<file path="src/rtl/draw_arbiter_pkg.sv">
// rtl/draw_arbiter_pkg.sv - shared draw-engine indices, widths and arbiter state type
package draw_arbiter_pkg;

    localparam int NUM_ENG = 6;
    localparam int X_W     = 8;
    localparam int Y_W     = 7;
    localparam int C_W     = 3;
    localparam int WDOG_W  = 20;

    localparam int ENG_CLEAR   = 0;
    localparam int ENG_MAZE    = 1;
    localparam int ENG_ERASE   = 2;
    localparam int ENG_BOX     = 3;
    localparam int ENG_SPECIAL = 4;
    localparam int ENG_START   = 5;

    typedef enum logic [1:0] {
        ST_IDLE    = 2'd0,
        ST_BUSY    = 2'd1,
        ST_RELEASE = 2'd2
    } arb_state_t;

endpackage

</file>
<file path="src/rtl/draw_priority_enc.sv">
// rtl/draw_priority_enc.sv - fixed-priority select of the lowest-index pending engine
module draw_priority_enc
    import draw_arbiter_pkg::*;
(
    input  logic [NUM_ENG-1:0] pending,
    output logic [NUM_ENG-1:0] onehot,
    output logic               valid
);

    // Two's-complement trick isolates the lowest set bit.
    assign onehot = pending & (~pending + {{(NUM_ENG-1){1'b0}}, 1'b1});
    assign valid  = |pending;

endmodule

</file>
<file path="src/rtl/draw_arbiter.sv">
// rtl/draw_arbiter.sv - grants one draw engine at a time to the VGA adapter, with watchdog
module draw_arbiter
    import draw_arbiter_pkg::*;
#(
    parameter logic [WDOG_W-1:0] TIMEOUT_CYCLES = 20'd1048575
) (
    input  logic                   clock,
    input  logic                   resetn,
    input  logic [NUM_ENG-1:0]     req,
    input  logic [NUM_ENG-1:0]     engine_done,
    input  logic [NUM_ENG*X_W-1:0] eng_x,
    input  logic [NUM_ENG*Y_W-1:0] eng_y,
    input  logic [NUM_ENG*C_W-1:0] eng_colour,
    input  logic [NUM_ENG-1:0]     eng_plot,
    output logic [NUM_ENG-1:0]     grant,
    output logic [X_W-1:0]         vga_x,
    output logic [Y_W-1:0]         vga_y,
    output logic [C_W-1:0]         vga_colour,
    output logic                   vga_plot,
    output logic [NUM_ENG-1:0]     done_pulse,
    output logic                   busy,
    output logic                   timeout_err
);

    arb_state_t          state;
    logic [NUM_ENG-1:0]  pending;
    logic [WDOG_W-1:0]   wdog;
    logic [NUM_ENG-1:0]  sel_onehot;
    logic                sel_valid;
    logic [NUM_ENG-1:0]  take_mask;

    draw_priority_enc u_prio (
        .pending (pending),
        .onehot  (sel_onehot),
        .valid   (sel_valid)
    );

    // Only the bit being granted this edge is consumed; a fresh req re-sets it.
    assign take_mask = (state == ST_IDLE && sel_valid) ? sel_onehot : '0;

    always_ff @(posedge clock or negedge resetn) begin
        if (!resetn) begin
            state       <= ST_IDLE;
            pending     <= '0;
            grant       <= '0;
            done_pulse  <= '0;
            wdog        <= '0;
            timeout_err <= 1'b0;
        end else begin
            done_pulse <= '0;
            pending    <= (pending & ~take_mask) | req;
            case (state)
                ST_IDLE: begin
                    if (sel_valid) begin
                        grant <= sel_onehot;
                        wdog  <= '0;
                        state <= ST_BUSY;
                    end
                end
                ST_BUSY: begin
                    if (|(engine_done & grant)) begin
                        grant      <= '0;
                        done_pulse <= grant;
                        state      <= ST_RELEASE;
                    end else if (wdog == TIMEOUT_CYCLES - 1'b1) begin
                        grant       <= '0;
                        done_pulse  <= grant;
                        timeout_err <= 1'b1;
                        state       <= ST_RELEASE;
                    end else begin
                        wdog <= wdog + 1'b1;
                    end
                end
                ST_RELEASE: state <= ST_IDLE;
                default:    state <= ST_IDLE;
            endcase
        end
    end

    assign busy = (state == ST_BUSY);

    always_comb begin
        vga_x      = '0;
        vga_y      = '0;
        vga_colour = '0;
        for (int i = 0; i < NUM_ENG; i++) begin
            if (grant[i]) begin
                vga_x      = eng_x[i*X_W +: X_W];
                vga_y      = eng_y[i*Y_W +: Y_W];
                vga_colour = eng_colour[i*C_W +: C_W];
            end
        end
    end

    assign vga_plot = |(eng_plot & grant);

endmodule

</file>
<file path="config.mk">
export PLATFORM = sky130hd
export DESIGN_NAME = draw_arbiter
export DESIGN_NICKNAME = d
export VERILOG_FILES = /design/src/rtl/draw_arbiter_pkg.sv /design/src/rtl/draw_priority_enc.sv /design/src/rtl/draw_arbiter.sv
export SDC_FILE = /design/constraint.sdc
export NUM_CORES = 1
export LEC_CHECK = 0
export CORE_UTILIZATION = 34
export CTS_CLUSTER_DIAMETER = 50
export DETAILED_ROUTE_END_ITERATION = 12
export GPL_ROUTABILITY_DRIVEN = 1
export GPL_TIMING_DRIVEN = 1
export MAX_ROUTING_LAYER = met4
export PLACE_DENSITY = 0.76
export RECOVER_POWER = 50
export SLEW_MARGIN = 30
export SYNTH_ARGS = -nofsm -noshare
export SYNTH_HDL_FRONTEND = slang
export SYNTH_SLANG_ARGS = --single-unit
</file>
<file path="constraint.sdc">
create_clock -name clock -period 1.95 [get_ports clock]
set_clock_uncertainty 0.2 [all_clocks]
set_input_delay 0.4875 -clock clock [delete_from_list [all_inputs] [get_ports clock]]
set_output_delay 0.4875 -clock clock [all_outputs]
set_load 0.01 [all_outputs]
</file>
==> flow_summary.yaml <==
run_status:
  status: "finished, violations left"
  violations: "negative setup slack"
yosys:
  synth_ff_type: "dfrtp_1"
  ys_seq_elements: 41
  syn_nets: 453
  synthCells: 323
  postSynth.asyncResetShare_pct: 100.0
  synth-seq-area-share_pct: 38.02
  post_synth_num_cell_types: 41
  synth_warnings: 0
  synth.avg_cell_area_um2: 8.356
  synthesis.area_um2: 2699
  synth_edf_count: 0
placement:
  dpl.cell_count: 624
  gp_congestion: 0.9062
  port_buffers: 160
  dp_slack_ps: -760.3
  place_area_um2: 5006
  detailed_place_hpwl_um: 8287
sta:
  fin_crit_sh_pct: 130.4
  setup_violations: 51
  setup_ws_ps: -592.7
  timing.setup.tns_ps: -19150
  min_period_ps: 2543
  hold_ws_ps: 298.5
  maxSlewHeadroom_pct: 66.01
  tightest_slew_ps: 509.9
  hold_viol_final: 0
  max_freq_mhz: 393.3
  slew_viol_final: 0
  rsz0062_at_grt: "yes"
min_path:
  hp-class: "flip-flop to flip-flop"
floorplan:
  fp.dieW_um: 91.10
  start_util_pct: 35.11
  die_height_um: 91.10
  fp-row-count: 32
  ios: 161
  fp.coreArea_um2: 7687
  dieArea_um2: 8298
routing:
  wl_um: 13030
  viasPerCell: 5.692
  drc_errors: 0
  via_count: 3751
  first_pass_iters: 5
  wl_per_cell_um: 19.78
  ant_nets: 0
  drtIter0Drc: 183
cts:
  clk_path_buf_depth: 2
  clkSinkCount: 41
  clk_pin_slew_worst_paths_ps: 90
  cts-root-buf: "clkbuf_8"
  htreeDepth: 2
  cts_tree: "built"
  clock_latency_ps: 310
  cts_buffers: 5
critical_path:
  cp_max_fo: 6
  critPathLaunchType: "flip-flop"
  slowest_delay_ps: 410
  cp.required_ps: 1260
  path_cells: "nor2b_4 -> buf_4 -> buf_8 -> a221oi_2 -> nor3_1 -> a21oi_1 -> a21oi_2 -> buf_2"
  endpoint_kind: "primary output"
  crit_arrival_ps: 1860
  criticalPathCategory: "flip-flop to primary output"
  worst_path_max_delay_cell: "dfrtp_1"
power:
  ir_drop_v: 0.0008754
  p_leak_nw: 2.426
  pwr_density_cell_nw_per_um2: 894.6
grt:
  overflow: 0
  grt_max_degree: 27
  grt_pass1_wl_um: 19040
  grt_pass1_vias: 3744
  grtUsageTotal_pct: 29.67
  antenna_found_initial: 0
final_layout:
  area_delta_synth_final_pct: 110.3
  final_nets: 686
  stdcell_count: 659
  design_area_um2: 5677
  register_area_um2: 1030
  drive_gt1_share_pct: 35.91
  diodes: 0
  nFillCells: 541
  multiInputGateArea_um2: 2096
flow_run:
  drv_cap: 0
power breakdown:
part	total, mW	internal, mW	switching [mW]	leakage [nW]
clock	0.570	0.249	0.321	0.0450
combinational	3.50	1.79	1.71	1.85
sequential	1.00	0.935	0.0680	0.530
worst max-delay path: cells and delay by family, from the launching register on:
| family | cells | cell delay (ps) |
|---|---|---|
| buffers and inverters | 3 | 410 |
| AOI/OAI and AO/OA | 3 | 490 |
| DFF | 1 | 410 |
| and+or+nand+nor | 2 | 230 |
cell type report:
type | instances | share of cell area [%]
Multi-Input combinational cell | 257 | 36.92
Clock buffer | 6 | 1.278
Tap cell | 102 | 2.248
Sequential cell | 41 | 18.14
Clock inverter | 2 | 0.1763
Timing Repair Buffer | 244 | 40.78
Inverter | 7 | 0.4629
sequential cells by signal (all words and copies together) (netlist names):
signal       flops
timeout_err      1
grant            6
state            2
wdog            20
pending          6
done_pulse       6
cell usage in the layout, fill, tap and decap left out, types with 6 or more instances in the layout:
| master | n |
|---|---|
| buf_2 | 21 |
| clkdlybuf4s50_1 | 132 |
| buf_4 | 59 |
| a221oi_2 | 14 |
| nor2b_1 | 18 |
| or3_1 | 8 |
| nor3_1 | 13 |
| o22ai_1 | 18 |
| nor3_2 | 6 |
| nor2_1 | 12 |
| a21oi_2 | 21 |
| nand2_1 | 17 |
| buf_6 | 10 |
| and2_1 | 6 |
| dfrtp_1 | 38 |
| a21oi_1 | 27 |
| buf_12 | 9 |
| inv_1 | 6 |
| nand3_1 | 10 |
synthesized netlist by cell type (all sizes together), types with 3 or more instances:
| master | number | area (um^2) |
|---|---|---|
| clkbuf | 18 | 67.56 |
| inv | 7 | 26.27 |
| buf | 3 | 20.01 |
| a21oi | 51 | 259.0 |
| nand3 | 11 | 55.05 |
| a221oi | 18 | 157.7 |
| a21o | 5 | 38.79 |
| and3 | 3 | 18.77 |
| nand2 | 19 | 71.32 |
| or4 | 8 | 60.06 |
| o31ai | 6 | 45.04 |
| a22oi | 6 | 45.04 |
| dfrtp | 41 | 1026 |
| nor2b | 20 | 125.1 |
| or3 | 9 | 56.30 |
| o21ai | 9 | 45.04 |
| a31oi | 4 | 25.02 |
| mux2i | 3 | 30.03 |
| nand4 | 6 | 50.04 |
| nor2 | 12 | 45.04 |
| nor3 | 19 | 95.09 |
| o22ai | 18 | 112.6 |
| and2 | 7 | 43.79 |
| a22o | 3 | 26.28 |
cell families after synthesis:
kind of cell / share of synthesized area [%]
AO/OA/AOI/OAI: 30.18
AND/OR/NAND/NOR: 25.54
flip-flops: 38.02
buffers and inverters: 4.218
multiplexers: 1.113
adder cells (fa/ha/maj): 0.9271
worst paths after layout:
kind                             startpoint          end  slack [ps]  depth (start not counted)
worst max-delay path               grant[0]     vga_x[3]        -590                          8
worst min-delay path            timeout_err  timeout_err         300                          1
worst max register to register     grant[1]      wdog[5]        -480                          8
worst min register to register  timeout_err  timeout_err         300                          1
max in group asynchronous            resetn     grant[2]         290                          3
min in group asynchronous            resetn     wdog[19]         470                          2
through the flow:
stage	util, %	total power, mW
final	73.84	5.078
after global routing	73.84	5.324
after CTS	70.85	4.711
after detailed placement	65.12	3.568
after global placement	65.12	3.526
after floorplan	-	2.289
layer usage:
layer	vias up	share of wire, %	global-route usage [%]
li1	1722	-	-
met5	-	0	-
met4	0	3.1	9.656
met2	178	50	49.31
met3	41	6.6	5.863
met1	1810	40	36.19
repair_timing:
action                                  in CTS  in global routing
hold endpoints to repair                    19                  0
hold buffers                                 1                  0
buffers inserted                             9                 13
pin swaps                                   30                 19
endpoints found under the setup margin      53                 54
resized for setup                          150                 39
cloned                                       7                  1
(Power assumes the default switching activity.)
